**src/rtl/accel_issue_ctrl_pkg.sv**
```systemverilog
// accel_pkg: shared opcode, op-code and FSM state constants for the custom-0 issue controller.
package accel_pkg;
    localparam logic [6:0] CUSTOM0     = 7'b0001011;
    localparam logic [2:0] OP_RELU     = 3'd0;
    localparam logic [2:0] OP_MATMUL   = 3'd1;
    localparam logic [2:0] OP_DOTPROD  = 3'd2;
    typedef logic [1:0] state_t;
    localparam state_t ST_IDLE  = 2'd0;
    localparam state_t ST_START = 2'd1;
    localparam state_t ST_WAIT  = 2'd2;
    localparam state_t ST_WB    = 2'd3;
endpackage

```
**src/rtl/accel_issue_ctrl_timeout_ctr.sv**
```systemverilog
// accel_timeout_ctr: clearable up-counter flagging when it reaches its terminal count.
module accel_timeout_ctr #(
    parameter int W    = 8,
    parameter int TERM = 254
) (
    input  logic clk_i,
    input  logic rst_ni,
    input  logic clr_i,
    input  logic en_i,
    output logic tc_o
);
    logic [W-1:0] cnt_q, cnt_d;
    assign cnt_d = clr_i ? '0 : en_i ? cnt_q + 1'b1 : cnt_q;
    assign tc_o  = cnt_q == W'(TERM);
    always_ff @(posedge clk_i or negedge rst_ni) begin
        if (!rst_ni) cnt_q <= '0;
        else         cnt_q <= cnt_d;
    end
endmodule

```
**src/rtl/accel_issue_ctrl.sv**
```systemverilog
// accel_issue_ctrl: stalls the pipeline around a custom-0 instruction, launches one accelerator
// unit, waits for its done pulse (bounded by a timeout) and returns a one-cycle rd writeback.
module accel_issue_ctrl
    import accel_pkg::*;
#(
    parameter int         XLEN      = 32,
    parameter int         NUM_OPS   = 4,
    parameter int         MAX_LEN   = 16,
    parameter int         TIMEOUT   = 255,
    parameter logic [6:0] CUSTOM_OP = CUSTOM0
) (
    input  logic                         clk_i,
    input  logic                         rst_ni,
    input  logic                         instr_valid_i,
    input  logic [6:0]                   opcode_i,
    input  logic [2:0]                   funct3_i,
    input  logic [6:0]                   funct7_i,
    input  logic [4:0]                   rd_i,
    input  logic [XLEN-1:0]              rs1_val_i,
    input  logic [XLEN-1:0]              rs2_val_i,
    input  logic                         flush_i,
    input  logic [NUM_OPS-1:0]           acc_done_i,
    input  logic [XLEN*NUM_OPS-1:0]      acc_result_i,
    output logic                         stall_o,
    output logic [NUM_OPS-1:0]           acc_start_o,
    output logic                         acc_abort_o,
    output logic [$clog2(MAX_LEN+1)-1:0] acc_len_o,
    output logic [XLEN-1:0]              acc_a_o,
    output logic [XLEN-1:0]              acc_b_o,
    output logic                         wb_valid_o,
    output logic [4:0]                   wb_rd_o,
    output logic [XLEN-1:0]              wb_data_o,
    output logic                         illegal_o,
    output logic                         timeout_o
);
    localparam int LW = $clog2(MAX_LEN + 1);
    localparam int CW = $clog2(TIMEOUT + 1);

    state_t            state_q, state_d;
    logic [2:0]        op_q;
    logic [4:0]        rd_q;
    logic [XLEN-1:0]   a_q, b_q, data_q, res_sel;
    logic [LW-1:0]     len_q, len_d;
    logic [6:0]        len_raw;
    logic              hit, legal, accept, done_sel, tc, busy, in_wait, unused_f7;

    // flush on the accept cycle suppresses both the accept and the illegal flag
    assign hit       = state_q == ST_IDLE && instr_valid_i && opcode_i == CUSTOM_OP && !flush_i;
    assign legal     = {1'b0, funct3_i} < 4'(NUM_OPS);
    assign accept    = hit && legal;
    assign illegal_o = hit && !legal;
    assign unused_f7 = ^funct7_i[6:5];

    assign len_raw = {2'b0, funct7_i[4:0]} + 7'd1;
    assign len_d   = (len_raw > 7'(MAX_LEN)) ? LW'(MAX_LEN) : LW'(len_raw);

    always_comb begin
        done_sel = 1'b0;
        res_sel  = '0;
        for (int i = 0; i < NUM_OPS; i++) begin
            if (op_q == 3'(i)) begin
                done_sel = acc_done_i[i];
                res_sel  = acc_result_i[i*XLEN +: XLEN];
            end
        end
    end

    accel_timeout_ctr #(.W(CW), .TERM(TIMEOUT - 1)) u_ctr (
        .clk_i (clk_i),
        .rst_ni(rst_ni),
        .clr_i (!in_wait),
        .en_i  (in_wait),
        .tc_o  (tc)
    );

    assign in_wait = state_q == ST_WAIT;
    assign busy    = state_q == ST_START || in_wait;

    // flush beats done, and done beats a coincident timeout
    assign state_d = (state_q == ST_IDLE)  ? (accept ? ST_START : ST_IDLE) :
                     (state_q == ST_START) ? (flush_i ? ST_IDLE : ST_WAIT) :
                     in_wait               ? (flush_i ? ST_IDLE : done_sel ? ST_WB : tc ? ST_IDLE : ST_WAIT) :
                     ST_IDLE;

    assign timeout_o   = in_wait && tc && !done_sel && !flush_i;
    assign acc_abort_o = (busy && flush_i) || timeout_o;
    // the front end is released in the same cycle WAIT resolves
    assign stall_o     = accept || state_q == ST_START || (in_wait && !flush_i && !done_sel && !tc);
    assign acc_start_o = (state_q == ST_START) ? NUM_OPS'(1) << op_q : '0;
    assign acc_len_o   = busy ? len_q : '0;
    assign acc_a_o     = busy ? a_q : '0;
    assign acc_b_o     = busy ? b_q : '0;
    assign wb_valid_o  = state_q == ST_WB && rd_q != 5'd0;
    assign wb_rd_o     = (state_q == ST_WB) ? rd_q : '0;
    assign wb_data_o   = (state_q == ST_WB) ? data_q : '0;

    always_ff @(posedge clk_i or negedge rst_ni) begin
        if (!rst_ni) begin
            state_q <= ST_IDLE;
            op_q    <= '0;
            rd_q    <= '0;
            a_q     <= '0;
            b_q     <= '0;
            len_q   <= '0;
            data_q  <= '0;
        end else begin
            state_q <= state_d;
            if (accept) begin
                op_q  <= funct3_i;
                rd_q  <= rd_i;
                a_q   <= rs1_val_i;
                b_q   <= rs2_val_i;
                len_q <= len_d;
            end
            if (in_wait && done_sel && !flush_i) data_q <= res_sel;
        end
    end
endmodule

```
**config.mk**
```make
export PLATFORM = sky130hd
export DESIGN_NAME = accel_issue_ctrl
export DESIGN_NICKNAME = d
export VERILOG_FILES = /design/src/rtl/accel_issue_ctrl_pkg.sv /design/src/rtl/accel_issue_ctrl_timeout_ctr.sv /design/src/rtl/accel_issue_ctrl.sv
export SDC_FILE = /design/constraint.sdc
export NUM_CORES = 1
export LEC_CHECK = 0
export CAP_MARGIN = 10
export CELL_PAD_IN_SITES_DETAIL_PLACEMENT = 0
export CELL_PAD_IN_SITES_GLOBAL_PLACEMENT = 1
export CORE_MARGIN = 2
export CORE_UTILIZATION = 31
export DETAILED_ROUTE_END_ITERATION = 7
export PLACE_DENSITY_LB_ADDON = 0.05
export SETUP_SLACK_MARGIN = 0.2
export SYNTH_ARGS = -nofsm -noshare
export SYNTH_HDL_FRONTEND = slang
export SYNTH_SLANG_ARGS = --single-unit
```
**constraint.sdc**
```tcl
create_clock -name clk_i -period 5.81 [get_ports clk_i]
set_clock_uncertainty 0.1 [all_clocks]
set_input_delay 0.581 -clock clk_i [delete_from_list [all_inputs] [get_ports clk_i]]
set_output_delay 0.581 -clock clk_i [all_outputs]
set_load 0.01 [all_outputs]
```
# Word-level counts from Yosys, hierarchy flattened
# Index checks and enable logic that the tools add are counted.
# totals
register_bits	119
latch_bits	0
ramBits	0
romBits	0
wordCells	71
memories	0
# op_classes
addsub	2
multipliers	0
div	0
n_lt_le_gt_ge	2
n_eq_ne	8
shift	1
n_mux	24
bitwise_logic	0
reduce_logical	26
# op_table
cell	n
two-way mux 32 bit	7
logical AND 1 bit	15
two-way mux 5 bit	3
two-way mux 2 bit	7
adder 8 x 1 -> 8 bit, second input constant	1
equality test 8 bit, second input constant	1
two-way mux 8 bit	1
equality test 7 x 4 -> 1 bit, second input constant	1
adder 5 x 1 -> 6 bit, second input constant	1
equality test 3 x 2 -> 1 bit, second input constant	2
> comparator 6 x 5 -> 1 bit, second input constant	1
two-way mux 1 bit	5
nonzero test 5 bit	1
equality test 2 bit, second input constant	2
zero test 1 bit	4
logical OR 1 bit	4
two-way mux 4 bit	1
<< shifter 1 x 3 -> 4 bit, first input constant	1
equality test 3 x 1 -> 1 bit, second input constant	1
zero test 3 bit	1
< comparator 3 bit, second input constant	1
equality test 2 x 1 -> 1 bit, second input constant	1
zero test 2 bit	1

# Depth between registers and ports, before layout
# Gate-level depths: netlist of run 1.
# logic_depth
word_depth	10
ltp_mapped	8
ltp_nobuf	6

# Modules after synthesis
# A second synthesis of run 1 with hierarchy kept.
# unflattened
hier_cells	643
hier_area_um2	6384.9
# modules_own_cells
module	instances	cells_per_inst	area_each_um2	seq_area_each_um2
accel_issue_ctrl	1	602	5974.5	2777.7
accel_timeout_ctr	1	41	410.4	200.2

# Least setup slack after synthesis of run 1
# OpenSTA, ideal clock, no wires.
# synth_timing
kind	input to output
from	input port opcode_i[5]
to	output port stall_o
arrival_time_ps	1712
setup_slack_ps	3417
stages	3
n_path_buf	0
path_cell_list	or4_4 > nor4_4 > a311o_1
# synth_between
elab_chain_len	6
# synth_lines
item	line	source
start, declared	accel_issue_ctrl.sv:15	input logic [6:0] opcode_i,
equality test 7 x 4 -> 1 bit	accel_issue_ctrl.sv:48	assign hit = state_q == ST_IDLE && instr_valid_i && opcode_i == CUSTOM_OP && !flush_i;
logical AND 1 bit (2 in series)	accel_issue_ctrl.sv:48	
logical AND 1 bit	accel_issue_ctrl.sv:50	assign accept = hit && legal;
logical OR 1 bit (2 in series)	accel_issue_ctrl.sv:88	assign stall_o = accept || state_q == ST_START || (in_wait && !flush_i && !done_sel && !tc);
end, declared	accel_issue_ctrl.sv:24	output logic stall_o,
# Every way passes these cells.

# Worst setup path in the final report of run 1
# layout_timing
from	register state_q[0]
to	output port wb_rd_o[0]
# layout_between
elab_chain_len	2
# layout_lines
item	line	source
start, declared	accel_issue_ctrl.sv:39	state_t state_q, state_d;
start signal, assigned	accel_issue_ctrl.sv:107	state_q <= state_d;
equality test 2 bit	accel_issue_ctrl.sv:94	assign wb_rd_o = (state_q == ST_WB) ? rd_q : '0;
two-way mux 5 bit	accel_issue_ctrl.sv:94	
end, declared	accel_issue_ctrl.sv:31	output logic [4:0] wb_rd_o,
# Every way passes these cells.

==> results of run 1 <==
per-layer routing:
| layer | GRT usage, % | vias up | wire length (um) |
|---|---|---|---|
| met4 | 7.21 | 0 | 547 |
| met3 | 6.48 | 35 | 1800 |
| met2 | 32.9 | 220 | 10400 |
| li1 | - | 2698 | - |
| met5 | 0 | - | 0 |
| met1 | 21.6 | 2679 | 8140 |
worst min path at each step:
stage / slack, ns / to / from / cells after the start
final: 0.18 / b_q[31] / rst_ni / 1
after global routing: 0.23 / b_q[31] / rst_ni / 1
after CTS: 0.21 / b_q[31] / rst_ni / 1
after detailed placement: 0.36 / a_q[28] / a_q[28] / 2
after global placement: 0.35 / a_q[21] / a_q[21] / 2
after floorplan: 0.19 / a_q[0] / rst_ni / 0
flip-flops by register name, summed over array words and instances, names as in the netlist:
name,cells
len_q,5
rd_q,5
op_q,3
data_q,32
a_q,32
state_q,2
u_ctr.cnt_q,8
b_q,32
cell type report:
type / instances / share of cell area, %
inverters: 4 / 0.142
well taps: 270 / 3.20
clock buffers: 25 / 4.79
repair buffers: 340 / 32.1
flip-flops and latches: 119 / 28.3
multi-input cells: 464 / 30.0
clock inverters: 7 / 1.54
per-stage QoR:
step / setup WS [ns] / power [W] / std cells
final: 2.55 / 0.00228 / 1229
after global routing: 2.31 / 0.00238 / 1229
after CTS: 2.41 / 0.00231 / 1229
after detailed placement: 2.63 / 0.00111 / 1197
after global placement: 2.65 / 0.00111 / 1197
after floorplan: 3.42 / 0.000932 / 625
worst reg2reg max path, cell delays in order, from the launching register on:
cell and delay [ns]:
dfrtp_1 0.40, inv_1 0.09, ha_1 0.21, nand4_1 0.19, or4_4 0.86, o31ai_1 0.37
cell usage after synthesis (3+ instances only):
cell	count	area, um^2
and2_1	112	701
buf_2	14	70.1
buf_6	4	45.0
clkbuf_1	14	52.6
clkbuf_8	5	68.8
dfrtp_1	119	2980
ha_1	8	100
inv_1	4	15.0
mux2_2	32	360
mux4_2	33	743
nand2_1	223	837
nand2b_1	3	18.8
nand3_1	5	25.0
nand4_1	4	25.0
nor2b_1	3	18.8
o21ai_0	3	15.0
o31ai_1	3	22.5
xnor2_1	6	52.6
cells by family after synthesis:
family / count (synthesis) / share of synthesized area (%)
compound gates: 16 / 1.78
simple gates: 367 / 27.7
buf+inv: 42 / 3.99
mux: 65 / 17.3
xor+xnor: 8 / 1.10
flops: 119 / 46.6
fa+ha+maj: 8 / 1.57
power groups by stage:
stage / sequential (W) / combinational, W / clock [W]
final: 0.000862 / 0.000237 / 0.00118
after global routing: 0.000864 / 0.000255 / 0.00126
after CTS: 0.000861 / 0.000241 / 0.00121
after detailed placement: 0.000876 / 0.000239 / 0
after global placement: 0.000874 / 0.000235 / 0
after floorplan: 0.000872 / 0.0000592 / 0
==> qor.csv, run 1 <==
metric;value;unit
pwr/cell area;216;mW/mm^2
Switching Share;19.5;%
Post-Synthesis Cell Area;0.00639;mm^2
Clk pin slew, worst setup/hold paths;0.05;ns
FF-to-FF setup slack;3.49;ns
CTS tree;built;
setup_tns;0;ns
crit path max-delay cell type;ha_1;
footprint of the multi-input gates;0.00316;mm^2
Cells after Synth;625;
Clock Tree Root;clkbuf_16;
H-tree depth;4;
worst path cell trace;ha_1 > and2_1 > clkdlybuf4s50_1;
Max-slew headroom;28.0;%
Mapped Nets;855;
fillers;1853;
hold crit path type;in -> async;
Buf/Inv on CP;1;
Synth Flop Type;dfrtp_1;
share of flip-flops with an asynchronous set or reset;100;%
Slew @ Worst Pin;1.08;ns
count of nets after finishing;1176;
synthesis-to-layout area growth;65.0;%
placement row count;52;
initial core utilization;31.6;%
Worst Path Arrival;2.58;ns
outcome;completed;
nature of the critical path startpoint;flop;
Lkg Pwr;4.71;nW
DR iter-0 viols;204;
Worst R2R Start;state_q[0];
Max-cap violations;0;
Finished Cell Area;0.0105;mm^2
switching pwr;0.000444;W
Setup Buffers After CTS;0;
Ys Warns;0;
layout cells sized above 1;11.4;%
most common cell after layout, fill and taps aside;clkdlybuf4s50_1;
total track usage;19.0;%
Fmax;306;MHz
area of the core;0.0202;mm^2
CTS Hold Buffers Added;0;
Congestion Overflow GR;0;
die area;0.0218;mm^2
Vias/cell;4.58;
Placed Area;0.00988;mm^2
Seq/Total Area, Yosys;46.6;%
Pre-antenna DRT Iters;6;
vias in the first global route;5976;
CTS sink cnt;119;
critical path's largest stage delay;0.88;ns
time the worst path needs with I/O delays and setup;3.26;ns
crit-path max FO;38;
routed len/inst;17.0;um
RR Endpoint;len_q[2];
largest net degree at the start of global routing;83;
Final Util;52.1;%
Comb pwr share;10.4;%
vias;5632;
# IOs;337;
Reg power frac;37.7;%
RSZ-0062 raised after global routing;no;
FF+latch count, synth;119;
routed wire length;20900;um
period utilization;56.2;%
Final Hold Viols;0;
final setup violation count;0;
initial antenna violation count;0;
Worst Setup Path Type;reg -> out;
internal power;0.00184;W
reg2reg path depth;5;
first-pass GRT wire length;32300;um
Synth cell types;40;
Crit path required time;5.13;ns
port bufs;334;
CP Capture Point;wb_rd_o[0];
critical path depth;3;
most frequent cells in the layout;clkdlybuf4s50_1, nand2_1, dfrtp_1;
Die Y-Extent;148;um
# diodes;0;
post_cts resized;0;
TritonCTS Buffers;17;
Die X;148;um
Top delay family on crit path;adder cells;
DRC errors left;0;
hold slack;0.179;ns
maximum VDD drop;0.000193;V
crit path from;state_q[0];
antenna-violating nets left;0;
Register Area;0.00298;mm^2
CTS max path bufs;2;
Clk pwr share;51.9;%
syn avg cell area;10.2;um^2
Max Slew Vio Count;0;
crit end category;primary output;
GP Congestion;0.782;
worst skew pair latency;0.40;ns
number of synthesized flops with an enable pin;0;
DP Wirelength;15200;um
(Power assumes the default switching activity.)
==> inputs of run 2 (changes only) <==
--- a/config.mk
+++ b/config.mk
@@ -9,7 +9,7 @@
 export CELL_PAD_IN_SITES_DETAIL_PLACEMENT = 0
 export CELL_PAD_IN_SITES_GLOBAL_PLACEMENT = 1
 export CORE_MARGIN = 2
-export CORE_UTILIZATION = 31
+export CORE_UTILIZATION = 26
 export DETAILED_ROUTE_END_ITERATION = 7
 export PLACE_DENSITY_LB_ADDON = 0.05
 export SETUP_SLACK_MARGIN = 0.2
==> constraint.sdc (replaced) <==
create_clock -name clk_i -period 2.9 [get_ports clk_i]
set_clock_uncertainty 0.1 [all_clocks]
set_input_delay 0.29 -clock clk_i [delete_from_list [all_inputs] [get_ports clk_i]]
set_output_delay 0.29 -clock clk_i [all_outputs]
set_load 0.01 [all_outputs]
==> qor.csv, run 2 (synthesis results as in run 1) <==
metric;value;unit;change
outcome;completed;;
CTS tree;built;;
hold crit path type;in -> reg;;
CTS max path bufs;2;;unchanged
total track usage;16.8;%;-2.2 points
nature of the critical path startpoint;input port;;
Worst R2R Start;state_q[0];;
min setup slack post-route;0.299;ns;-2.25 ns
maximum VDD drop;0.000377;V;+95%
Crit path required time;2.51;ns;-2.62 ns
Congestion Overflow GR;0;;unchanged
RR Endpoint;len_q[2];;
worst skew pair latency;0.41;ns;about the same
initial core utilization;26.4;%;-5.2 points
TritonCTS Buffers;17;;unchanged
hold slack;0.304;ns;+0.126 ns
Placed Area;0.0100;mm^2;+1.6%
Max Slew Vio Count;0;;unchanged
H-tree depth;4;;unchanged
count of nets after finishing;1187;;+0.94%
final setup violation count;0;;unchanged
Die Y-Extent;161;um;+8.9%
die area;0.0259;mm^2;+19%
Pre-antenna DRT Iters;4;;-2
DP Wirelength;16000;um;+5.4%
Top delay family on crit path;buffers and inverters;;
# IOs;337;;unchanged
worst path cell trace;clkdlybuf4s50_1 > or4_4 > nor4_4 > a311o_1 > clkdlybuf4s50_1;;
critical path's largest stage delay;0.57;ns;-0.31 ns
synthesis-to-layout area growth;67.8;%;
Hold Crit Start;rs1_val_i[10];;
Vias/cell;4.43;;-3.4%
largest net degree at the start of global routing;83;;unchanged
first-pass GRT wire length;33800;um;+4.5%
vias;5723;;+1.6%
time the worst path needs with I/O delays and setup;2.60;ns;
Endpoint, Worst Hold;a_q[10];;
layout cells sized above 1;12.6;%;+1.2 points
antenna-violating nets left;0;;unchanged
routed wire length;22300;um;+6.4%
most common cell after layout, fill and taps aside;clkdlybuf4s50_1;;
RSZ-0062 raised after global routing;no;;
DR iter-0 viols;179;;-12%
port bufs;334;;unchanged
crit-path max FO;3;;-92%
DRC errors left;0;;unchanged
Clock Tree Root;clkbuf_16;;
Die X;161;um;+8.9%
# diodes;0;;unchanged
Max-cap violations;0;;unchanged
CP most frequent cell;clkdlybuf4s50_1;;
Clk pin slew, worst setup/hold paths;0.05;ns;about the same
final cell count without fillers;1293;;+5.2%
area of the core;0.0242;mm^2;+20%
most frequent cells in the layout;clkdlybuf4s50_1, nand2_1, dfrtp_1;;
reg2reg path depth;8;;+3
vias in the first global route;6012;;+0.60%
Worst Setup Path Type;in -> out;;
Finished Cell Area;0.0107;mm^2;+1.7%
Lkg Pwr;4.90;nW;+4.0%
Final Hold Viols;0;;unchanged
Buf/Inv on CP;2;;+1
GP Congestion;0.889;;+14%
placement row count;57;;+9.6%
dpl cells;1255;;+4.8%
period utilization;89.7;%;
Slew @ Worst Pin;0.615;ns;-0.464 ns
routed len/inst;17.2;um;+1.1%
Hold Path Stages;3;;
setup_tns;0;ns;unchanged
pwr/cell area;393;mW/mm^2;+82%
FF-to-FF setup slack;0.61;ns;-2.88 ns
Fmax;384;MHz;
largest registers;a_q (32), b_q (32), data_q (32);;
Worst Path Arrival;2.21;ns;-0.37 ns
CTS sink cnt;119;;unchanged
crit path max-delay cell type;or4_4;;
initial antenna violation count;1;;+1
crit end category;primary output;;
setup slack after placement;0.211;ns;-2.42 ns
Max-slew headroom;59.0;%;+31 points
==> run 2: changes by cell type in the layout (fill, tap and decap cells not counted), moves of 3 or more <==
cell / delta
clkdlybuf4s50_1: -8
dlymetal6s2s_1: +8
buf_12: +5
clkinv_2: +5
clkbuf_8: -4
buf_4: +3
bufinv_16: -3
==> run 2: worst register-to-register path, cell delays in order (launching register included) <==
cell	delay, ns
dfrtp_1	0.41
inv_1	0.13
ha_4	0.16
nand4_1	0.14
buf_4	0.18
buf_4	0.13
or4_4	0.43
buf_12	0.23
o31ai_1	0.29
==> run 2: per-stage QoR <==
stage / power [W] / utilization [%]
finish: 0.00422 / 44.2
global route: 0.00443 / 44.2
CTS: 0.00431 / 43.8
detailed placement: 0.00224 / 41.4
global placement: 0.00224 / 41.4
floorplan: 0.00187 / -
==> run 2: repair_timing <==
action	in CTS	in global routing
pin swaps	2	2
gates resized for setup	1	12
setup endpoints to repair	2	49
cloned	0	2
setup buffers	3	1
hold buffers	1	0
hold endpoints to repair	39	0
==> run 2: worst max path at each step <==
stage / start / end / cells past startpoint
2_1_floorplan: opcode_i[5] / op_q[2] / 5
3_3_place_gp: opcode_i[5] / stall_o / 5
3_5_place_dp: opcode_i[5] / stall_o / 5
4_1_cts: op_q[0] / acc_abort_o / 5
5_1_grt: state_q[1] / acc_start_o[1] / 4
6_report: opcode_i[5] / stall_o / 5
==> run 2: where the power goes <==
part | internal [W] | switching (W)
sequential | 0.00171 | 0.0000201
clock | 0.00127 | 0.000737
combinational | 0.000344 | 0.000142
total | 0.00332 | 0.000900
==> run 2: cell type report <==
class | count | area (um^2)
Timing Repair Buffer | 351 | 3590
Sequential cell | 119 | 2980
Clock buffer | 21 | 450
Clock inverter | 10 | 105
Fill cell | 2304 | 13500
Multi-Input combinational cell | 464 | 3180
Inverter | 4 | 15.0
Tap cell | 324 | 405
==> run 2: layer usage <==
metal,GRT usage (%),wire length (um),up-vias
li1,-,-,2727
met1,18.8,8520,2741
met2,29.7,11400,231
met3,6.15,1960,22
met4,5.03,332,2
met5,0,13,-
